File: config.mk
export PLATFORM = sky130hd
export DESIGN_NAME = grid_tile_renderer_flat
export DESIGN_NICKNAME = d
export VERILOG_FILES = /design/src/rtl/grid_tile_renderer_pkg.sv /design/src/rtl/grid_tile_renderer_if.sv /design/src/rtl/grid_tile_renderer_blink_timer.sv /design/src/rtl/grid_tile_renderer.sv /design/src/flat_wrapper.sv
export SDC_FILE = /design/constraint.sdc
export NUM_CORES = 1
export LEC_CHECK = 0
export ABC_AREA = 1
export CAP_MARGIN = 0
export CORE_AREA = 2 2 100 102
export CTS_BUF_LIST = sky130_fd_sc_hd__clkbuf_8
export CTS_CLUSTER_DIAMETER = 120
export DETAILED_ROUTE_END_ITERATION = 7
export DIE_AREA = 0 0 102 104
export GPL_ROUTABILITY_DRIVEN = 0
export GPL_TIMING_DRIVEN = 0
export MAX_ROUTING_LAYER = met4
export PLACE_DENSITY = 0.73
export RECOVER_POWER = 50
export SETUP_SLACK_MARGIN = 0.3
export SYNTH_ARGS = -nofsm -noshare
export SYNTH_HDL_FRONTEND = slang
export SYNTH_SLANG_ARGS = --single-unit
File: constraint.sdc
create_clock -name CLOCK_50 -period 2.5 [get_ports CLOCK_50]
set_input_delay 0.5 -clock CLOCK_50 [delete_from_list [all_inputs] [get_ports CLOCK_50]]
set_output_delay 0.5 -clock CLOCK_50 [all_outputs]
set_load 0.02 [all_outputs]
File: src/rtl/grid_tile_renderer_pkg.sv
// Shared types and colour constants for the maze-grid renderer.
// Cell states, their RRRGGGBB colours and the write/clear FSM encoding.
package grid_pkg;

  typedef enum logic [1:0] {
    UNVISITED = 2'd0,
    VISITED   = 2'd1,
    WALL      = 2'd2,
    TREASURE  = 2'd3
  } cell_t;

  typedef enum logic [0:0] {
    IDLE  = 1'b0,
    CLEAR = 1'b1
  } fsm_t;

  localparam logic [7:0] COLOR_UNVISITED = 8'h92;
  localparam logic [7:0] COLOR_VISITED   = 8'h1C;
  localparam logic [7:0] COLOR_WALL      = 8'hE0;
  localparam logic [7:0] COLOR_TREASURE  = 8'h03;
  localparam logic [7:0] COLOR_BG        = 8'h00;
  localparam logic [7:0] COLOR_LINE      = 8'hFF;
  localparam logic [7:0] COLOR_ROBOT     = 8'hFC;

  function automatic logic [7:0] cell_color(input cell_t c);
    logic [7:0] col;
    case (c)
      UNVISITED: col = COLOR_UNVISITED;
      VISITED:   col = COLOR_VISITED;
      WALL:      col = COLOR_WALL;
      TREASURE:  col = COLOR_TREASURE;
      default:   col = COLOR_BG;
    endcase
    return col;
  endfunction

endpackage

File: src/rtl/grid_tile_renderer_if.sv
// Cell write port of the grid renderer: valid/ready handshake plus target cell and state.
interface grid_tile_renderer_if;
  logic       wr_valid;
  logic       wr_ready;
  logic [3:0] wr_col;
  logic [3:0] wr_row;
  logic [1:0] wr_state;

  modport master (output wr_valid, output wr_col, output wr_row, output wr_state, input wr_ready);
  modport slave  (input wr_valid, input wr_col, input wr_row, input wr_state, output wr_ready);
endinterface

File: src/rtl/grid_tile_renderer_blink_timer.sv
// Free-running half-period timer: toggles blink_state and pulses wrap every BLINK_CYCLES clocks.
module blink_timer #(
  parameter int BLINK_CYCLES = 12_500_000
) (
  input  logic CLOCK_50,
  input  logic reset,
  output logic blink_state,
  output logic wrap
);

  localparam int CNT_W = (BLINK_CYCLES > 1) ? $clog2(BLINK_CYCLES) : 1;

  logic [CNT_W-1:0] count_reg;
  logic             blink_reg;

  assign wrap        = (count_reg == CNT_W'(BLINK_CYCLES - 1)) && !reset;
  assign blink_state = blink_reg;

  always_ff @(posedge CLOCK_50) begin
    if (reset) begin
      count_reg <= '0;
      blink_reg <= 1'b0;
    end else if (wrap) begin
      count_reg <= '0;
      blink_reg <= ~blink_reg;
    end else begin
      count_reg <= count_reg + 1'b1;
    end
  end

endmodule

File: src/rtl/grid_tile_renderer.sv
// Maze-grid tile renderer: register-array cell store with write/clear FSM and a
// 2-stage pixel-to-colour pipeline with a blinking robot marker.
module grid_tile_renderer
  import grid_pkg::*;
#(
  parameter int GRID_COLS    = 4,
  parameter int GRID_ROWS    = 5,
  parameter int TILE_LOG2    = 6,
  parameter int BLINK_CYCLES = 12_500_000
) (
  input  logic                       CLOCK_50,
  input  logic                       reset,
  input  logic                       pix_en,
  input  logic [9:0]                 pixel_x,
  input  logic [9:0]                 pixel_y,
  output logic [7:0]                 pixel_color,
  grid_tile_renderer_if.slave        wr,
  input  logic                       clear_req,
  output logic                       busy,
  input  logic [3:0]                 cur_col,
  input  logic [3:0]                 cur_row,
  output logic                       oob_err
);

  localparam int NUM_CELLS = GRID_ROWS * GRID_COLS;
  localparam int ADDR_W    = (NUM_CELLS > 1) ? $clog2(NUM_CELLS) : 1;

  fsm_t              state_reg, state_next;
  logic [ADDR_W-1:0] ptr_reg, ptr_next;
  logic              oob_reg;
  logic              wr_fire, wr_in_range;
  logic [ADDR_W-1:0] wr_addr;
  logic [2*NUM_CELLS-1:0] cells_flat;

  assign wr.wr_ready = (state_reg == IDLE) && !reset;
  assign busy        = (state_reg == CLEAR);
  assign oob_err     = oob_reg;
  assign wr_fire     = wr.wr_valid && wr.wr_ready;
  // One spare bit so a 16-wide grid still compares correctly against 4-bit coordinates.
  assign wr_in_range = ({1'b0, wr.wr_col} < 5'(GRID_COLS)) && ({1'b0, wr.wr_row} < 5'(GRID_ROWS));
  assign wr_addr     = wr_in_range ? ADDR_W'(int'(wr.wr_row) * GRID_COLS + int'(wr.wr_col)) : '0;

  always_comb begin
    state_next = state_reg;
    ptr_next   = ptr_reg;
    case (state_reg)
      IDLE: begin
        if (clear_req) begin
          state_next = CLEAR;
          ptr_next   = '0;
        end
      end
      CLEAR: begin
        if (ptr_reg == ADDR_W'(NUM_CELLS - 1)) state_next = IDLE;
        else                                   ptr_next   = ptr_reg + 1'b1;
      end
      default: state_next = IDLE;
    endcase
  end

  always_ff @(posedge CLOCK_50) begin
    if (reset) begin
      state_reg <= IDLE;
      ptr_reg   <= '0;
      oob_reg   <= 1'b0;
    end else begin
      state_reg <= state_next;
      ptr_reg   <= ptr_next;
      if (wr_fire && !wr_in_range) oob_reg <= 1'b1;
    end
  end

  // A write and a clear_req in the same IDLE cycle: the write lands here, the clear sweeps it later.
  for (genvar gi = 0; gi < NUM_CELLS; gi++) begin : g_cell
    cell_t cell_reg;
    logic  cell_we;

    assign cell_we = ((state_reg == CLEAR) && (ptr_reg == ADDR_W'(gi)))
                   || (wr_fire && wr_in_range && (wr_addr == ADDR_W'(gi)));

    always_ff @(posedge CLOCK_50) begin
      if (reset)        cell_reg <= UNVISITED;
      else if (cell_we) cell_reg <= (state_reg == CLEAR) ? UNVISITED : cell_t'(wr.wr_state);
    end

    assign cells_flat[2*gi +: 2] = cell_reg;
  end

  logic blink_state;
  logic unused_blink_wrap;

  blink_timer #(.BLINK_CYCLES(BLINK_CYCLES)) u_blink (
    .CLOCK_50    (CLOCK_50),
    .reset       (reset),
    .blink_state (blink_state),
    .wrap        (unused_blink_wrap)
  );

  // Stage 1: tile index and priority flags, compared at full 10-bit width to avoid aliasing.
  logic [9:0]        tile_col, tile_row;
  logic              pix_in_grid, pix_on_line, pix_robot;
  logic [ADDR_W-1:0] pix_addr;

  assign tile_col    = pixel_x >> TILE_LOG2;
  assign tile_row    = pixel_y >> TILE_LOG2;
  assign pix_in_grid = (tile_col < 10'(GRID_COLS)) && (tile_row < 10'(GRID_ROWS));
  assign pix_on_line = (pixel_x[TILE_LOG2-1:0] == '0) || (pixel_y[TILE_LOG2-1:0] == '0);
  assign pix_robot   = blink_state && (tile_col == {6'd0, cur_col}) && (tile_row == {6'd0, cur_row});
  assign pix_addr    = pix_in_grid ? ADDR_W'(int'(tile_row) * GRID_COLS + int'(tile_col)) : '0;

  logic              s1_valid_reg, s1_in_grid_reg, s1_line_reg, s1_robot_reg;
  logic [ADDR_W-1:0] s1_addr_reg;

  always_ff @(posedge CLOCK_50) begin
    if (reset) begin
      s1_valid_reg   <= 1'b0;
      s1_in_grid_reg <= 1'b0;
      s1_line_reg    <= 1'b0;
      s1_robot_reg   <= 1'b0;
      s1_addr_reg    <= '0;
    end else begin
      s1_valid_reg <= pix_en;
      if (pix_en) begin
        s1_in_grid_reg <= pix_in_grid;
        s1_line_reg    <= pix_on_line;
        s1_robot_reg   <= pix_robot;
        s1_addr_reg    <= pix_addr;
      end
    end
  end

  // Stage 2: cell lookup happens here so writes from the previous edge are already visible.
  cell_t      s1_cell;
  logic [7:0] color_next, pixel_color_reg;

  assign s1_cell = cell_t'(cells_flat[{s1_addr_reg, 1'b0} +: 2]);

  always_comb begin
    color_next = cell_color(s1_cell);
    if (!s1_in_grid_reg)  color_next = COLOR_BG;
    else if (s1_line_reg) color_next = COLOR_LINE;
    else if (s1_robot_reg) color_next = COLOR_ROBOT;
  end

  always_ff @(posedge CLOCK_50) begin
    if (reset)             pixel_color_reg <= COLOR_BG;
    else if (s1_valid_reg) pixel_color_reg <= color_next;
  end

  assign pixel_color = pixel_color_reg;

endmodule

File: src/flat_wrapper.sv
// flat-port wrapper written by rule: the top's interface ports become plain ports
module grid_tile_renderer_flat import grid_pkg::*;
#(
  parameter int GRID_COLS    = 4,
  parameter int GRID_ROWS    = 5,
  parameter int TILE_LOG2    = 6,
  parameter int BLINK_CYCLES = 12_500_000
)
  (CLOCK_50, reset, pix_en, pixel_x, pixel_y, pixel_color, clear_req, busy, cur_col, cur_row, oob_err, wr_wr_valid, wr_wr_col, wr_wr_row, wr_wr_state, wr_wr_ready);
  grid_tile_renderer_if wr_i ();
  input  logic CLOCK_50;
  input  logic reset;
  input  logic pix_en;
  input  logic [9:0] pixel_x;
  input  logic [9:0] pixel_y;
  output logic [7:0] pixel_color;
  input  logic clear_req;
  output logic busy;
  input  logic [3:0] cur_col;
  input  logic [3:0] cur_row;
  output logic oob_err;
  input wire logic [$bits(wr_i.wr_valid)-1:0] wr_wr_valid;
  input wire logic [$bits(wr_i.wr_col)-1:0] wr_wr_col;
  input wire logic [$bits(wr_i.wr_row)-1:0] wr_wr_row;
  input wire logic [$bits(wr_i.wr_state)-1:0] wr_wr_state;
  output wire logic [$bits(wr_i.wr_ready)-1:0] wr_wr_ready;
  assign wr_i.wr_valid = wr_wr_valid;
  assign wr_i.wr_col = wr_wr_col;
  assign wr_i.wr_row = wr_wr_row;
  assign wr_i.wr_state = wr_wr_state;
  assign wr_wr_ready = wr_i.wr_ready;
  grid_tile_renderer #(.GRID_COLS(GRID_COLS), .GRID_ROWS(GRID_ROWS), .TILE_LOG2(TILE_LOG2), .BLINK_CYCLES(BLINK_CYCLES)) u_core (.CLOCK_50(CLOCK_50), .reset(reset), .pix_en(pix_en), .pixel_x(pixel_x), .pixel_y(pixel_y), .pixel_color(pixel_color), .wr(wr_i), .clear_req(clear_req), .busy(busy), .cur_col(cur_col), .cur_row(cur_row), .oob_err(oob_err));
endmodule
==> flow_summary.toml <==
[sta]
clock-skew-final_ns = 0.00895
final.min_clock_period_ns = 2.17
setup_viol = 0
slew_viol_final = 0
tightest_slew_ns = 0.830
fmax_mhz = 462
hold_viol_final = 0
worst_hold_slack_ns = 0.454
relSlewSlack_pct = 44.1
setup_tns_ns = 0
period_share_pct = 86.6
rsz0062_at_grt = "true"

[logic_synthesis]
synth_top_area_share_pct = 37.4
synth_edf_count = 0
postSynthAreaPerCell_sq_um = 6.96
syn_area_sq_um = 4660
synth_top_family_by_area = "simple AND/OR/NAND/NOR gates"
ys_ff_latch = 87
synth_xor_area_share_pct = 1.50
synth_area_leaders = "dfxtp_1 37%, nand2_1 10%, a21oi_1 7.7%"
synth_ff_type = "dfxtp_1"
synthAdderAreaFrac_pct = 4.08
synth_simple_gate_area_share_pct = 29.8
async_reset_ff_share_pct = 0
yosysUniqueCellTypes = 48
synthMuxAreaShare_pct = 0.215
netlist_instances = 669
synth-compound-area-share_pct = 17.4
synth_seq_area_share_pct = 37.4
synth_warnings = 0
synthesis.nets = 726
yosysTopAreaCell = "dfxtp_1"

[worst_setup_path]
required_ns = 2.76
cpPeakStageDelay_ns = 0.51
start_kind = "primary input"
critPathMostFrequentCell = "nand2_1"
path_max_fanout = 7
slowest_stage = "clkdlybuf4s50_1"
reg2regPathDepth = 11
crit_path_cell_trace = "clkdlybuf4s50_1 -> o21ai_1 -> nand2_1 -> inv_2 -> nand2_1 -> nor2_2 -> nand2_1 -> o21ai_2 -> inv_1 -> nor2_1 -> nor2_1"
crit_path_end_kind = "flip-flop"
arrival_ns = 2.42
worstSetupPathType = "primary input to flip-flop"

[pwr]
powerDensity_nw_per_um2 = 492
peakVddDrop_uv = 272
leakage_uw = 0.00230

[grt]
grt_pass1_vias = 4316
antenna_found_initial = 0
grt_first_pass_wirelength_mm = 19.6
grt_max_degree = 15
track_usage_pct = 23.5
overflow = 0

[routing]
wire_per_inst_um = 13.6
drt_iter0_markers = 276
num_vias = 4643
drt-total-wl_mm = 11.9
via_per_inst = 5.31
dr.pass1.iters = 7
drc_errors = 1
detail-route-antenna-nets = 0

[clock_tree]
clk_pin_slew_ns = 0.09
numClockSinks = 87
root_buffer = "clkbuf_8"
cts_buffer_depth = 2
numCtsBuffers = 9
clkLatencyLatePin_ns = 0.36
cts_tree = "built"
htreeDepth = 3

[floorplan]
start_util_pct = 48.8
die_h_um = 104
die_w_um = 102
io_pins = 54
coreArea_sq_um = 9550
dieArea_sq_um = 10600
rows = 36

[placed_design]
io_buffer_count = 52
hpwl_mm = 8.94
dpl-instance-area_sq_um = 5340

[finish]
syn2layout_area_growth_pct = 21.8
mostFrequentLayoutCells = "129 x nand2_1, 86 x dfxtp_1, 81 x inv_1"
num_antenna_cells = 0
largest_reg_flops = 40
final_area_sq_um = 5670
fin_nets = 793
final_common_cell = "nand2_1"
layout-drive-gt1-share_pct = 10.8

[flow_run]
drv_cap = 0

[run_status]
violations = "design-rule violations"
status = "finished, violations left"

[hold_path]
min_path_type = "flip-flop to flip-flop"
holdPathStages = 1
final timing paths:
check,from,endpoint,slack [ns]
hold reg to reg,u_core.u_blink.count_reg[0],u_core.u_blink.count_reg[0],0.45
setup reg to reg,u_core.s1_addr_reg[0],u_core.pixel_color[6],0.36
hold / removal,u_core.u_blink.count_reg[0],u_core.u_blink.count_reg[0],0.45
setup / recovery,wr_wr_row[2],u_core.g_cell[3].cell_reg[0],0.33
routing by layer:
metal	track usage [%]	routed length, um	share of wire [%]
met1	29.9	5390	45
met2	36.6	5530	47
met3	5.17	729	6.1
met4	8.48	210	1.8
met5	-	0	0
what timing repair did:
action                                  in CTS  in global routing
cloned                                       0                  1
setup buffers                                0                  3
pin swaps                                    5                  8
endpoints found under the setup margin      42                 41
gates resized for setup                     13                 23
hold buffers                                 0                  0
hold endpoints to repair                     0                  0
layout make-up:
class / count / area (sq um)
Fill cell: 917 / 3880
Multi-Input combinational cell: 476 / 2540
Sequential cell: 87 / 1740
Timing Repair Buffer: 56 / 551
Inverter: 84 / 315
Tap cell: 133 / 166
Buffer: 22 / 146
Clock buffer: 9 / 124
Clock inverter: 7 / 88.8
cells in the mapped netlist (2+ instances only):
cell,count
o21ai_1,3
o21ai_0,62
buf_2,4
o22ai_1,5
buf_4,3
clkbuf_1,8
dfxtp_1,87
o221ai_1,2
fa_1,2
xnor2_1,2
buf_6,4
inv_1,79
nand3_2,2
clkinv_1,2
nand4_1,7
buf_1,3
xor2_1,6
nand3_1,47
nor2_1,60
nand3b_1,2
nor3b_1,3
or2_2,5
nand2_2,12
nor4_1,5
nor3_1,11
a21oi_1,72
nand2_1,130
o31ai_1,2
inv_2,3
nor2_2,4
nor3_2,3
ha_1,12
nor2_4,2
per-stage QoR:
stage | worst slack [ns] | utilization (%) | instances | total power, uW
final | 0.334 | 59.4 | 874 | 2790
after global routing | 0.203 | 59.4 | 874 | 2910
after CTS | 0.212 | 58.5 | 870 | 2800
after detailed placement | -0.317 | 55.9 | 854 | 1730
after global placement | -0.241 | 55.9 | 854 | 1720
after floorplan | 0.506 | - | 669 | 1600
power breakdown:
group          total, uW  switching, uW  leakage [uW]  internal [uW]
Clock               1080            519      0.000112            558
Combinational        301            167       0.00148            134
Sequential          1410           12.0      0.000704           1400
kinds of logic (layout without fill, tap and decap cells):
group / count (synthesis) / in the layout
simple gates: 299 / 299
fa+ha+maj: 14 / 14
mux: 1 / 1
xor+xnor: 8 / 8
buf+inv: 106 / 178
flops: 87 / 87
compound gates: 154 / 154
worst max-delay path: cells and delay by family:
kind | cells | cell delay, ns
simple gates | 6 | 0.82
buf+inv | 3 | 0.75
compound gates | 2 | 0.34
Power figures use the tool's default switching activity.
==> RTL change: new RTL, same settings <==
`GRID_COLS` is set to 4 in 2 places; all go to 8.
--- a/src/rtl/grid_tile_renderer.sv
+++ b/src/rtl/grid_tile_renderer.sv
@@ -4,5 +4,5 @@
   import grid_pkg::*;
 #(
-  parameter int GRID_COLS    = 4,
+  parameter int GRID_COLS    = 8,
   parameter int GRID_ROWS    = 5,
   parameter int TILE_LOG2    = 6,
--- a/src/flat_wrapper.sv
+++ b/src/flat_wrapper.sv
@@ -2,5 +2,5 @@
 module grid_tile_renderer_flat import grid_pkg::*;
 #(
-  parameter int GRID_COLS    = 4,
+  parameter int GRID_COLS    = 8,
   parameter int GRID_ROWS    = 5,
   parameter int TILE_LOG2    = 6,
Function: changed (Yosys sat finds a counterexample within 4 cycles, from zero or initial values and one cycle with reset high).
==> RTL change against the unedited design <==
The run still ends with DRC left. Die area unchanged. Routed wire length up 90%. Power up 60%. Sequential cell count up 42. Worst setup slack worse by 0.18 ns. Area after synthesis up 47%. Count of clock-buffer cells in the layout up 9. Critical path depth up 5. Combinational power up 44%. Clock skew up 0.0032 ns. Design area up 47%. Critical path type is now reg2reg. Critical endpoint is now u_core.pixel_color[1]. Largest cell class unchanged.
==> RTL change: results (changes against the unedited design) <==
Run status
  • Status: complete, but fails checks
  • Failing checks: DRC

Pwr
  • Leakage: 3.43 nW (+49%)
  • Max VDD drop: 0.818 mV (+200%)
  • Sw Ratio: 0.255 (+0.00527)

Clocking
  • Num CTS Buffers: 17 (+8)
  • CTS Buffer Depth: 2 (unchanged)
  • Clock slew seen by the registers of the worst setup and hold paths: approximately 0.080 ns
  • Worst-Skew Late Latency: 0.47 ns (+0.11 ns)
  • Post-CTS setup buffers: 6 (+6)
  • Post_cts resized: 50 (+37)
  • Htree depth: 4 (+1)
  • Root buffer cell: clkbuf_8

Worst setup path
  • Crit end category: flop
  • RR Endpoint: u_core.pixel_color[1]
  • Arr. time, crit path: 2.74 ns (+0.32 ns)
  • Crit path launch: u_core.s1_addr_reg[0]
  • CP max FO: 9 (+2)
  • R2R cell count: 16 (+5)

Layout
  • # diodes: 0 (unchanged)
  • Share of layout cells above drive strength 1: 0.107 (-0.000502)
  • Post-route non-filler standard cell count: 1259 (+44%)
  • Fillers: 527 (-43%)
  • Net count reported at finish: 1169 (+47%)
  • Max reg flops: 80 (+100%)

Global route
  • GRT Total Usage: 0.406 (+0.171)
  • GRT met1 Usage: 0.510 (+0.211)
  • Global Route met3 Usage: 0.126 (+0.0746)
  • Vias in the first global route: 6810 (+58%)
  • Met2 usage: 0.582 (+0.216)
  • Largest net degree at the start of global routing: 17 (+2)
  • First-pass GRT wire length: 32500 um (+65%)

Job
  • Max-Cap Viols: 0 (unchanged)

Timing
  • Clock skew: 0.0122 ns (+0.00321 ns)
  • Hold slack: 0.452 ns (-0.00182 ns)
  • Final worst setup slack: 0.158 ns (-0.176 ns)
  • Max-slew headroom: 0.546 (+0.105)

Place
  • DP Wirelength: 14000 um (+57%)
  • Port Buffer Count: 53 (+1.9%)
  • Placed inst area: 7550 sq um (+41%)
  • Dpl ws: -0.289 ns (+0.0284 ns)

Drt
  • Wirelength, routed: 22500 um (+90%)
  • Via count: 7634 (+64%)
  • DRC viols: 5 (+4)
  • Drt first pass iters: 8 (+1)
  • Iteration-0 DRC Markers: 871 (+220%)

Synth
  • Synth area leaders: dfxtp_1 38%, nor2_1 14%, o21ai_0 8.4%, inv_1 7.6%, nand2_1 7.2%
  • Syn nets: 1081 (+49%)
  • Most frequent cells after synthesis: 259 x nor2_1, 138 x inv_1, 132 x nand2_1, 129 x dfxtp_1, 115 x o21ai_0
  • Syn avg cell area: 6.69 sq um (-3.9%)
  • Register area share after synthesis: 0.377 (+0.00269)
  • Netlist cell types: 44 (-8.3%)
  • YS warnings: 0 (unchanged)
  • Synth Flop Type: dfxtp_1

Min path
  • Worst Min Path Start: u_core.u_blink.count_reg[20]
  • Hold-critical path depth: 2 (+1)
  • WHS Endpoint: u_core.u_blink.count_reg[20]
RTL change: cell count changes after synthesis, sizes merged, moves of 8 or more:
cell	delta
dfxtp	+42
nand2	-9
inv	+60
buf	+8
clkbuf	+12
nor3	+9
o21ai	+57
a21oi	-41
nor2	+195
o22ai	+30
RTL change: metal layers:
metal | wire (um) | up-vias
met1 | 8380 | 3416
met2 | 9790 | 610
met4 | 1290 | 0
li1 | - | 3475
met5 | 0 | -
met3 | 3070 | 133
RTL change: power by group through the flow:
stage / sequential [W] / clock [W] / combinational, W
floorplan: 0.00213 / 0 / 0.000207
global placement: 0.00213 / 0 / 0.000363
detailed placement: 0.00213 / 0 / 0.000369
CTS: 0.00209 / 0.00193 / 0.000389
global route: 0.00209 / 0.00202 / 0.000463
finish: 0.00209 / 0.00195 / 0.000433
RTL change: logic make-up after synthesis:
| kind of cell | share of synthesized area |
|---|---|
| xor gates and xnor gates | 0.0153 |
| adders and majority gates | 0.0237 |
| buffers and inverters | 0.108 |
| and+or+nand+nor | 0.286 |
| DFF | 0.377 |
| AOI/OAI and AO/OA | 0.190 |
RTL change: cell type report:
class                   count  area (sq um)  area share
clock buffers              18           248      0.0296
well taps                 133           166      0.0199
flip-flops and latches    129          2590       0.309
clock inverters            14           174      0.0208
inverters                 142           536      0.0640
plain buffers              42           317      0.0378
repair buffers             69           684      0.0818
multi-input cells         712          3650       0.437
RTL change: critical path, cell delays in order, from the launching register on:
cell,delay (ns)
dfxtp_4,0.39
inv_4,0.10
buf_8,0.11
buf_8,0.13
nand2_1,0.07
nand3_1,0.12
nand3_1,0.10
nand2_2,0.12
nand2_1,0.07
nand3_1,0.09
nand3_1,0.08
nand2_1,0.15
inv_2,0.07
ha_1,0.32
o21ai_1,0.13
nand2_1,0.09
a21oi_2,0.13
